$ cat config.mk
export PLATFORM = sky130hd
export DESIGN_NAME = reqack_responder
export DESIGN_NICKNAME = d
export VERILOG_FILES = /design/src/rtl/reqack_pkg.sv /design/src/rtl/reqack_lat_counter.sv /design/src/rtl/reqack_responder.sv
export SDC_FILE = /design/constraint.sdc
export NUM_CORES = 1
export LEC_CHECK = 0
export ABC_AREA = 1
export CAP_MARGIN = 15
export CORE_MARGIN = 4
export CORE_UTILIZATION = 55
export DETAILED_ROUTE_END_ITERATION = 8
export MAX_ROUTING_LAYER = met4
export PLACE_DENSITY_LB_ADDON = 0.15
export SLEW_MARGIN = 20
export SYNTH_ARGS = -nofsm -noshare
export SYNTH_HDL_FRONTEND = slang
export SYNTH_SLANG_ARGS = --single-unit
$ cat constraint.sdc
create_clock -name clk -period 1.9 [get_ports clk]
set_clock_uncertainty 0.15 [all_clocks]
set_input_delay 0.38 -clock clk [delete_from_list [all_inputs] [get_ports clk]]
set_output_delay 0.38 -clock clk [all_outputs]
set_load 0.01 [all_outputs]
$ cat src/rtl/reqack_pkg.sv
// Shared types and helpers for the req/ack responder: FSM state encoding,
// default latency bound and the latency clamp.
package reqack_pkg;

  localparam int unsigned DEF_MAX_LAT = 5;

  typedef enum logic [2:0] {
    IDLE,
    WAIT,
    ACK,
    DONE,
    WLOW
  } state_e;

  // Effective ack latency: requested value bounded by the configured maximum.
  function automatic int unsigned clamp_lat(input int unsigned lat, input int unsigned max_lat);
    return (lat > max_lat) ? max_lat : lat;
  endfunction

endpackage

$ cat src/rtl/reqack_lat_counter.sv
// Latency down-counter with zero detect, plus the saturating interrupt counter.
module reqack_lat_counter #(
  parameter int LAT_W  = 3,
  parameter int ICNT_W = 8
) (
  input  logic              clk,
  input  logic              reset_n,
  input  logic              load,
  input  logic [LAT_W-1:0]  load_val,
  input  logic              dec,
  input  logic              icnt_inc,
  output logic              cnt_zero,
  output logic [ICNT_W-1:0] intr_cnt
);

  logic [LAT_W-1:0] cnt_q;

  always_ff @(posedge clk or negedge reset_n) begin
    if (!reset_n)                 cnt_q <= '0;
    else if (load)                cnt_q <= load_val;
    else if (dec && cnt_q != '0)  cnt_q <= cnt_q - LAT_W'(1);
  end

  assign cnt_zero = (cnt_q == '0);

  // Sticks at all-ones once reached.
  always_ff @(posedge clk or negedge reset_n) begin
    if (!reset_n)                        intr_cnt <= '0;
    else if (icnt_inc && intr_cnt != '1) intr_cnt <= intr_cnt + ICNT_W'(1);
  end

endmodule

$ cat src/rtl/reqack_responder.sv
// Request/acknowledge responder: programmable-latency ack, trailing done pulse,
// intrpt on early request withdrawal, and a one-cycle delayed copy of req.
module reqack_responder
  import reqack_pkg::*;
#(
  parameter int unsigned MAX_LAT = DEF_MAX_LAT,
  parameter int          LAT_W   = 3,
  parameter int          ICNT_W  = 8
) (
  input  logic              clk,
  input  logic              reset_n,
  input  logic              req,
  input  logic [LAT_W-1:0]  lat_cfg,
  input  logic              abort,
  output logic              ack,
  output logic              done,
  output logic              intrpt,
  output logic              req_delay_cp1,
  output logic              busy,
  output logic [ICNT_W-1:0] intr_cnt
);

  state_e           state_q, state_d;
  logic             ack_d, done_d, intrpt_d;
  logic             cnt_load, cnt_dec, cnt_zero, icnt_inc;
  logic [LAT_W-1:0] lat_eff;

  assign lat_eff = LAT_W'(clamp_lat(32'(lat_cfg), MAX_LAT));

  reqack_lat_counter #(
    .LAT_W  (LAT_W),
    .ICNT_W (ICNT_W)
  ) u_cnt (
    .clk      (clk),
    .reset_n  (reset_n),
    .load     (cnt_load),
    .load_val (lat_eff),
    .dec      (cnt_dec),
    .icnt_inc (icnt_inc),
    .cnt_zero (cnt_zero),
    .intr_cnt (intr_cnt)
  );

  always_ff @(posedge clk or negedge reset_n) begin
    if (!reset_n) state_q <= IDLE;
    else          state_q <= state_d;
  end

  // A req drop in WAIT outranks the zero-count ack; abort outranks everything.
  always_comb begin
    state_d  = state_q;
    ack_d    = 1'b0;
    done_d   = 1'b0;
    intrpt_d = 1'b0;
    cnt_load = 1'b0;
    cnt_dec  = 1'b0;
    icnt_inc = 1'b0;
    if (abort) begin
      state_d = IDLE;
    end else begin
      case (state_q)
        IDLE: if (req) begin
          state_d  = WAIT;
          cnt_load = 1'b1;
        end
        WAIT: begin
          if (!req) begin
            state_d  = IDLE;
            intrpt_d = 1'b1;
            icnt_inc = 1'b1;
          end else if (cnt_zero) begin
            state_d = ACK;
            ack_d   = 1'b1;
          end else begin
            cnt_dec = 1'b1;
          end
        end
        ACK: begin
          state_d = DONE;
          done_d  = 1'b1;
        end
        DONE:    state_d = req ? WLOW : IDLE;
        WLOW:    if (!req) state_d = IDLE;
        default: state_d = IDLE;
      endcase
    end
  end

  always_ff @(posedge clk or negedge reset_n) begin
    if (!reset_n) begin
      ack           <= 1'b0;
      done          <= 1'b0;
      intrpt        <= 1'b0;
      busy          <= 1'b0;
      req_delay_cp1 <= 1'b0;
    end else begin
      ack           <= ack_d;
      done          <= done_d;
      intrpt        <= intrpt_d;
      busy          <= (state_d != IDLE);
      req_delay_cp1 <= req;
    end
  end

endmodule

==> results of run 1 <==
==> timing repair <==
action | in CTS | in global routing
setup endpoints to repair | 0 | 2
gates resized for setup | 0 | 2
hold buffers | 0 | 0
buffers inserted | 0 | 0
==> through the flow <==
step | util | cells
finish | 0.756 | 193
global placement | 0.740 | 189
detailed placement | 0.740 | 189
CTS | 0.755 | 193
global route | 0.756 | 193
floorplan | - | 143
==> cells in the mapped netlist, types with 2 or more instances <==
library cell and instances:
sky130_fd_sc_hd__xor2_1 2, sky130_fd_sc_hd__nand2_1 61, sky130_fd_sc_hd__nand3_2 2, sky130_fd_sc_hd__dfrtp_1 19, sky130_fd_sc_hd__nand3b_1 2, sky130_fd_sc_hd__nor2_1 8
sky130_fd_sc_hd__nand3_1 8, sky130_fd_sc_hd__nand2_4 2, sky130_fd_sc_hd__nor2_4 2, sky130_fd_sc_hd__xnor2_1 2, sky130_fd_sc_hd__inv_1 16, sky130_fd_sc_hd__ha_1 3
sky130_fd_sc_hd__nand2_2 3, sky130_fd_sc_hd__o21ai_0 3, sky130_fd_sc_hd__inv_2 3
==> per-layer routing <==
metal | share of wire | vias up | global-route usage | wire, um
met4 | 0.020 | 0 | 0.0809 | 43
met2 | 0.48 | 19 | 0.326 | 1050
li1 | - | 490 | - | -
met5 | 0 | - | - | 0
met1 | 0.46 | 417 | 0.215 | 985
met3 | 0.038 | 5 | 0.0338 | 81
==> kinds of logic (layout without fill, tap and decap cells) <==
group           count (synthesis)  count (layout)  share of synthesized area
compound gates                  5               5                     0.0248
xor+xnor                        4               4                     0.0316
fa+ha+maj                       3               3                     0.0338
buf+inv                        19              44                     0.0643
flops                          19              19                      0.428
simple gates                   93              93                      0.417
==> power breakdown <==
part,internal [uW],switching (uW)
sequential,476,68.8
clock,78.7,139
combinational,197,223
total,752,431
==> state kept, by name, indices dropped and copies added (netlist names) <==
register        count
intrpt              1
req_delay_cp1       1
u_cnt.cnt_q         3
ack                 1
u_cnt.intr_cnt      8
state_q             3
busy                1
done                1
==> cell type report <==
type,count,area share
timing repair buffer,21,0.149
clock buffer,3,0.0164
clock inverter,1,0.00364
inverter,19,0.0518
tap,25,0.0227
multi-input combinational,105,0.409
sequential,19,0.347
==> worst paths after layout <==
check,cells after the start,slack [ns],start,endpoint
worst max-delay path,1,0.04,u_cnt.intr_cnt[2],intr_cnt[2]
max in group asynchronous,2,1.14,reset_n,u_cnt.intr_cnt[4]
worst min register to register,2,0.38,u_cnt.cnt_q[0],u_cnt.cnt_q[0]
worst max register to register,7,0.42,u_cnt.intr_cnt[0],u_cnt.intr_cnt[4]
min in group clk,2,0.38,u_cnt.cnt_q[0],u_cnt.cnt_q[0]
worst min-delay path,2,0.25,reset_n,u_cnt.intr_cnt[5]
==> cell usage in the layout (no fill, tap or decap) <==
cell type                          n
sky130_fd_sc_hd__nand2_1          61
sky130_fd_sc_hd__clkdlybuf4s50_1  19
sky130_fd_sc_hd__dfrtp_1          17
sky130_fd_sc_hd__inv_1            16
sky130_fd_sc_hd__nor2_1            8
sky130_fd_sc_hd__nand3_1           8
sky130_fd_sc_hd__nand2_2           3
sky130_fd_sc_hd__inv_2             3
sky130_fd_sc_hd__o21ai_0           3
sky130_fd_sc_hd__ha_1              3
sky130_fd_sc_hd__clkbuf_4          3
sky130_fd_sc_hd__nand2_4           2
sky130_fd_sc_hd__nand3b_1          2
sky130_fd_sc_hd__nor2_4            2
sky130_fd_sc_hd__nand3_2           2
sky130_fd_sc_hd__xnor2_1           2
sky130_fd_sc_hd__xor2_1            2
sky130_fd_sc_hd__buf_4             2
sky130_fd_sc_hd__dfrtp_2           2
sky130_fd_sc_hd__o211ai_1          1
sky130_fd_sc_hd__nor3_4            1
sky130_fd_sc_hd__nor2_2            1
sky130_fd_sc_hd__a21oi_1           1
sky130_fd_sc_hd__nor2_8            1
sky130_fd_sc_hd__nand4_2           1
sky130_fd_sc_hd__nor3_2            1
sky130_fd_sc_hd__clkinv_2          1
==> results.py, run 1 <==
metrics = {
    "status": {
        "result_of_the_run": "completed",
    },
    "critical_path": {
        "critical_path.slowest_cell": "sky130_fd_sc_hd__clkdlybuf4s50_1",
        "timing.critical_path.max_delay_family": "buffers and inverters",
        "worstSetupEndpointType": "output pin",
        "worstPathBufferInverterCount": 1,
        "critPathArrivalTime_ns": 1.33,
        "critical_path.startpoint_type": "register",
        "timing.critical_path.cells": "clkdlybuf4s50_1",
        "path_class": "register to output pin",
        "cp_slowest_stage_delay_ns": 0.57,
        "worst_ep_required_time_ns": 1.37,
        "critical_path_peak_fanout": 5,
    },
    "placement": {
        "hpwl_mm": 1.62,
        "placement.cell_area_um2": 1350,
        "placement.io_buffers": 19,
        "globalplace.congestion": 0.875,
        "setup_slack_placement_ns": 0.0426,
    },
    "synth": {
        "syn_area_um2": 1110,
        "mappedNetlistNets": 153,
        "synthDominantAreaCellType": "sky130_fd_sc_hd__dfrtp_1",
        "synthDistinctLibCells": 22,
        "synth_ff_type": "sky130_fd_sc_hd__dfrtp_1",
        "synth-edff-count": 0,
        "netlist.area_leader.share": 0.428,
        "ranking_of_synthesized_cells_by_area": "sky130_fd_sc_hd__dfrtp_1 (43%), sky130_fd_sc_hd__nand2_1 (21%), sky130_fd_sc_hd__inv_1 (5.4%)",
        "synth_seq_area_share": 0.428,
        "synthesis.instances": 143,
        "ys_seq_elements": 19,
        "yosys_warnings": 0,
        "async_reset_ff_frac": 1.00,
        "synth_area_per_cell_um2": 7.76,
    },
    "floorplanning": {
        "placement_rows": 15,
        "design.core.area_um2": 1820,
        "horizontal_die_dimension_um": 52.9,
        "floorplan.initialDensity": 0.610,
        "boundaryPins": 20,
        "design.die.area_um2": 2800,
        "chipHeight_um": 52.9,
    },
    "routing": {
        "number_of_violations_reported_at_the_end_of_detailed_routing_iteration_0": 14,
        "ant_nets": 0,
        "routed_wirelength_mm": 2.16,
        "via_cell_ratio": 4.82,
        "drt-wirelength-per-cell_um": 11.2,
        "drt_first_pass_iters": 4,
        "drc": 0,
        "vias": 931,
    },
    "timing": {
        "fmaxAchievable_ghz": 0.536,
        "finalCritPeriodShare": 0.981,
        "timing.max_slew.rel_slack": 0.826,
        "timing_hold_violations_final": 0,
        "timing_worst_slew_pin_value_ns": 0.260,
        "finalHoldWorstSlack_ns": 0.249,
        "number_of_setup_violations_in_the_final_report": 0,
        "timing_max_transition_violations_final": 0,
        "unrepaired_setup_endpoints_after_global_routing": "false",
        "finalWorstPathRequiredPeriod_ns": 1.86,
        "final.setup.tns_ns": 0,
        "post-route-worst-setup-slack_ns": 0.0357,
    },
    "grt": {
        "antenna_found_initial": 0,
        "globalRoute.totalOverflow": 0,
        "grt_max_degree": 20,
        "via_count_of_the_first_global_routing_pass": 922,
        "grt_use_total": 0.189,
        "grt_first_pass_wirelength_mm": 3.78,
    },
    "flow_run": {
        "timing.max_cap.violations": 0,
    },
    "clock_tree": {
        "clock-sinks": 19,
        "cts.reportedPaths.clkPinSlew_ns": 0.12,
        "cts_tree": "built",
        "clock_root_cell": "sky130_fd_sc_hd__clkbuf_4",
        "number_of_buffers_inserted_during_clock_tree_synthesis": 3,
        "ctsLongestPathBuffers": 2,
        "cts_htree_levels": 1,
        "clock_latency_ns": 0.31,
    },
    "finish": {
        "area_delta_synth_final_pct": 24.0,
        "drive_gt1_frac": 0.149,
        "fillerInstances": 147,
        "multi_input_area_um2": 563,
        "final-seq-area_um2": 478,
        "final_cell_area_um2": 1380,
        "diodes": 0,
        "fin_nets": 179,
    },
    "pwr": {
        "p_leak_uw": 0.000725,
        "power_per_cell_area_nw_per_um2": 859,
        "irDropWorstVdd_uv": 544,
        "totalPowerFinal_uw": 1180,
    },
    "worst_hold_path": {
        "holdCritPathClass": "input pin to asynchronous set/reset pin",
    },
}
Note: power is estimated with default switching activity, not from simulation.
==> run 2: changes to the inputs <==
--- a/config.mk
+++ b/config.mk
@@ -12,6 +12,7 @@
 export DETAILED_ROUTE_END_ITERATION = 8
 export MAX_ROUTING_LAYER = met4
 export PLACE_DENSITY_LB_ADDON = 0.15
+export SKIP_LAST_GASP = 1
 export SLEW_MARGIN = 20
 export SYNTH_ARGS = -nofsm -noshare
 export SYNTH_HDL_FRONTEND = slang
==> results of run 2 <==
Same layout as run 1: the final DEF is identical, and so are final timing and power.
==> run 3: changes to the inputs <==
--- a/config.mk
+++ b/config.mk
@@ -5,10 +5,10 @@
 export SDC_FILE = /design/constraint.sdc
 export NUM_CORES = 1
 export LEC_CHECK = 0
-export ABC_AREA = 1
 export CAP_MARGIN = 15
 export CORE_MARGIN = 4
-export CORE_UTILIZATION = 55
+export CORE_UTILIZATION = 45
+export CTS_CLUSTER_SIZE = 28
 export DETAILED_ROUTE_END_ITERATION = 8
 export MAX_ROUTING_LAYER = met4
 export PLACE_DENSITY_LB_ADDON = 0.15
==> constraint.sdc (replaced) <==
create_clock -name clk -period 1.65 [get_ports clk]
set_clock_uncertainty 0.15 [all_clocks]
set_input_delay 0.33 -clock clk [delete_from_list [all_inputs] [get_ports clk]]
set_output_delay 0.33 -clock clk [all_outputs]
set_load 0.01 [all_outputs]
==> results.py, run 3 <==
metrics = {
    "placement": {
        "globalplace.congestion": 0.812,
        "placedCellCount": 156,
        "hpwl_mm": 1.65,
        "placement.io_buffers": 19,
    },
    "critical_path": {
        "r2r_cells": 4,
        "timing.critical_path.from": "state_q[2]",
        "critical_path_peak_fanout": 7,
        "critPathArrivalTime_ns": 1.95,
        "worstReg2RegStart": "state_q[2]",
        "path_class": "register to register",
        "worstSetupEndpointType": "register",
        "cp-endpoint": "u_cnt.intr_cnt[4]",
        "critical_path.startpoint_type": "register",
        "worstReg2RegEnd": "u_cnt.intr_cnt[4]",
        "reg2reg_setup_slack_ns": -0.27,
        "worst_ep_required_time_ns": 1.68,
    },
    "clock_tree": {
        "ctsHoldBuffers": 0,
        "clock_latency_ns": 0.29,
        "cts_htree_levels": 1,
        "cts.reportedPaths.clkPinSlew_ns": 0.11,
        "clock_root_cell": "sky130_fd_sc_hd__clkbuf_4",
        "number_of_buffers_inserted_during_clock_tree_synthesis": 3,
        "cts_tree": "built",
        "clock-sinks": 19,
        "ctsLongestPathBuffers": 2,
    },
    "synth": {
        "synth_area_per_cell_um2": 10.3,
        "yosys_warnings": 0,
        "synth-edff-count": 0,
        "synthesis.instances": 96,
        "syn_area_um2": 988,
        "async_reset_ff_frac": 1.00,
        "synthDominantAreaCellType": "sky130_fd_sc_hd__dfrtp_1",
        "synthDistinctLibCells": 36,
        "ys_seq_elements": 19,
        "ranking_of_synthesized_cells_by_area": "sky130_fd_sc_hd__dfrtp_1 (48%), sky130_fd_sc_hd__ha_1 (3.8%), sky130_fd_sc_hd__mux2_2 (3.4%)",
        "netlist.area_leader.share": 0.481,
        "post-synth-top-count-cell": "sky130_fd_sc_hd__dfrtp_1",
        "yosys-top-cells-count": "sky130_fd_sc_hd__dfrtp_1 (19), sky130_fd_sc_hd__nand2_1 (6), sky130_fd_sc_hd__nor3_1 (6), sky130_fd_sc_hd__o21ai_0 (6)",
        "mappedNetlistNets": 106,
        "synth_ff_type": "sky130_fd_sc_hd__dfrtp_1",
        "synth_seq_area_share": 0.481,
    },
    "timing": {
        "final.setup.tns_ns": -2.43,
        "timing.max_slew.rel_slack": 0.715,
        "fmaxAchievable_ghz": 0.520,
        "unrepaired_setup_endpoints_after_global_routing": "true",
        "post-route-worst-setup-slack_ns": -0.272,
        "finalCritPeriodShare": 1.17,
        "number_of_setup_violations_in_the_final_report": 11,
        "timing_hold_violations_final": 0,
        "timing_worst_slew_pin_value_ns": 0.417,
        "finalWorstPathRequiredPeriod_ns": 1.92,
        "timing_max_transition_violations_final": 0,
    },
    "routing": {
        "via_cell_ratio": 5.41,
        "vias": 915,
        "drt-wirelength-per-cell_um": 14.9,
        "number_of_violations_reported_at_the_end_of_detailed_routing_iteration_0": 9,
        "drc": 0,
        "routed_wirelength_mm": 2.53,
        "ant_nets": 0,
        "drt_first_pass_iters": 4,
    },
    "grt": {
        "grt_first_pass_wirelength_mm": 4.12,
        "globalRoute.totalOverflow": 0,
        "grt_use_total": 0.201,
        "via_count_of_the_first_global_routing_pass": 914,
        "grt_max_degree": 20,
        "antenna_found_initial": 0,
    },
    "finish": {
        "biggestRegsByFlops": "u_cnt.intr_cnt (8), state_q (3), u_cnt.cnt_q (3)",
        "multi_input_area_um2": 572,
        "fillerInstances": 149,
        "mostFrequentLayoutCells": "sky130_fd_sc_hd__buf_4 (24), sky130_fd_sc_hd__dfrtp_1 (18), sky130_fd_sc_hd__dlygate4sd2_1 (11), sky130_fd_sc_hd__nand2_1 (6)",
        "diodes": 0,
        "number_of_flip_flops_in_the_largest_register": 8,
        "drive_gt1_frac": 0.338,
        "postLayoutCoreUtil": 0.746,
        "fin_nets": 153,
        "area_delta_synth_final_pct": 52.7,
        "commonest_non_fill_non_tap_cell_in_the_layout": "sky130_fd_sc_hd__buf_4",
        "max_flop_register": "u_cnt.intr_cnt",
        "final-seq-area_um2": 477,
        "layout.cells.non_filler": 169,
    },
    "floorplanning": {
        "placement_rows": 16,
        "chipHeight_um": 54.9,
        "boundaryPins": 20,
        "design.die.area_um2": 3010,
        "design.core.area_um2": 2020,
        "horizontal_die_dimension_um": 54.9,
        "floorplan.initialDensity": 0.489,
    },
    "pwr": {
        "power_per_cell_area_nw_per_um2": 890,
        "p_leak_uw": 0.000706,
        "irDropWorstVdd_uv": 681,
    },
    "status": {
        "failing_checks": "setup timing",
        "result_of_the_run": "complete, but fails checks",
    },
    "worst_hold_path": {
        "holdCritPathClass": "input pin to asynchronous set/reset pin",
    },
    "flow_run": {
        "timing.max_cap.violations": 0,
    },
}
## run 3: cell types whose count changed in the layout (fill, tap and decap cells not counted), sizes merged, moves of 5 or more
cell and change:
nor2 -7, inv -14, dlygate4sd2 +11, nand3 -8, clkdlybuf4s50 -14, mux2 +5, nand2 -60, buf +24
## run 3: through the flow
step / total power [uW] / hold WS (ns) / cell area (um2) / worst slack [ns]
CTS: 1320 / 0.218 / 1480 / -0.275
floorplan: 795 / -0.116 / 1020 / -0.322
finish: 1340 / 0.214 / 1510 / -0.272
detailed placement: 1040 / 0.415 / 1340 / -0.700
global placement: 1030 / 0.407 / 1340 / -0.677
global route: 1430 / 0.230 / 1510 / -0.319
## run 3: critical path, stage by stage (launching register included)
cell and delay (ns):
sky130_fd_sc_hd__dfrtp_1 0.40, sky130_fd_sc_hd__or4b_4 0.56, sky130_fd_sc_hd__buf_8 0.16, sky130_fd_sc_hd__nor4_4 0.22
sky130_fd_sc_hd__mux2_4 0.32
## run 3: cell type report
class,instances,share of cell area
clock buffer,4,0.0174
sequential,19,0.316
multi-input combinational,69,0.379
inverter,5,0.0124
timing repair buffer,45,0.253
tap,27,0.0224
## run 3: cell families after synthesis
family                     synth area share
AOI/OAI and AO/OA                     0.115
buffers and inverters                0.0329
DFF                                   0.481
adders and majority gates            0.0380
muxes                                0.0671
xor gates and xnor gates            0.00886
and+or+nand+nor                       0.257
## run 3: what timing repair did
action	in CTS	in global routing
pin swaps	4	1
setup endpoints to repair	22	16
gates cloned	1	0
resized for setup	23	10
hold endpoints to repair	0	0
setup buffers	8	0
## run 3: how the worst min path moves through the flow
stage | startpoint | to | slack, ns | depth (start not counted)
after global placement | u_cnt.cnt_q[1] | u_cnt.cnt_q[1] | 0.41 | 2
after CTS | reset_n | u_cnt.intr_cnt[5] | 0.22 | 2
final | reset_n | u_cnt.intr_cnt[7] | 0.21 | 2
after detailed placement | u_cnt.cnt_q[1] | u_cnt.cnt_q[1] | 0.42 | 2
after floorplan | reset_n | ack | -0.12 | 0
after global routing | reset_n | u_cnt.intr_cnt[2] | 0.23 | 2
## run 3: report_power, final
part	total (uW)	internal (uW)	switching, uW
Clock	237	93.8	143
Combinational	528	276	252
Sequential	578	536	42.1
Total	1340	906	437
## run 3: metal layers
layer / track usage / part of all wire / routed length, um
met1: 0.244 / 0.45 / 1150
met2: 0.352 / 0.51 / 1290
met3: 0.0327 / 0.030 / 75
met4: 0.0373 / 0.0055 / 14
met5: - / 0 / 0
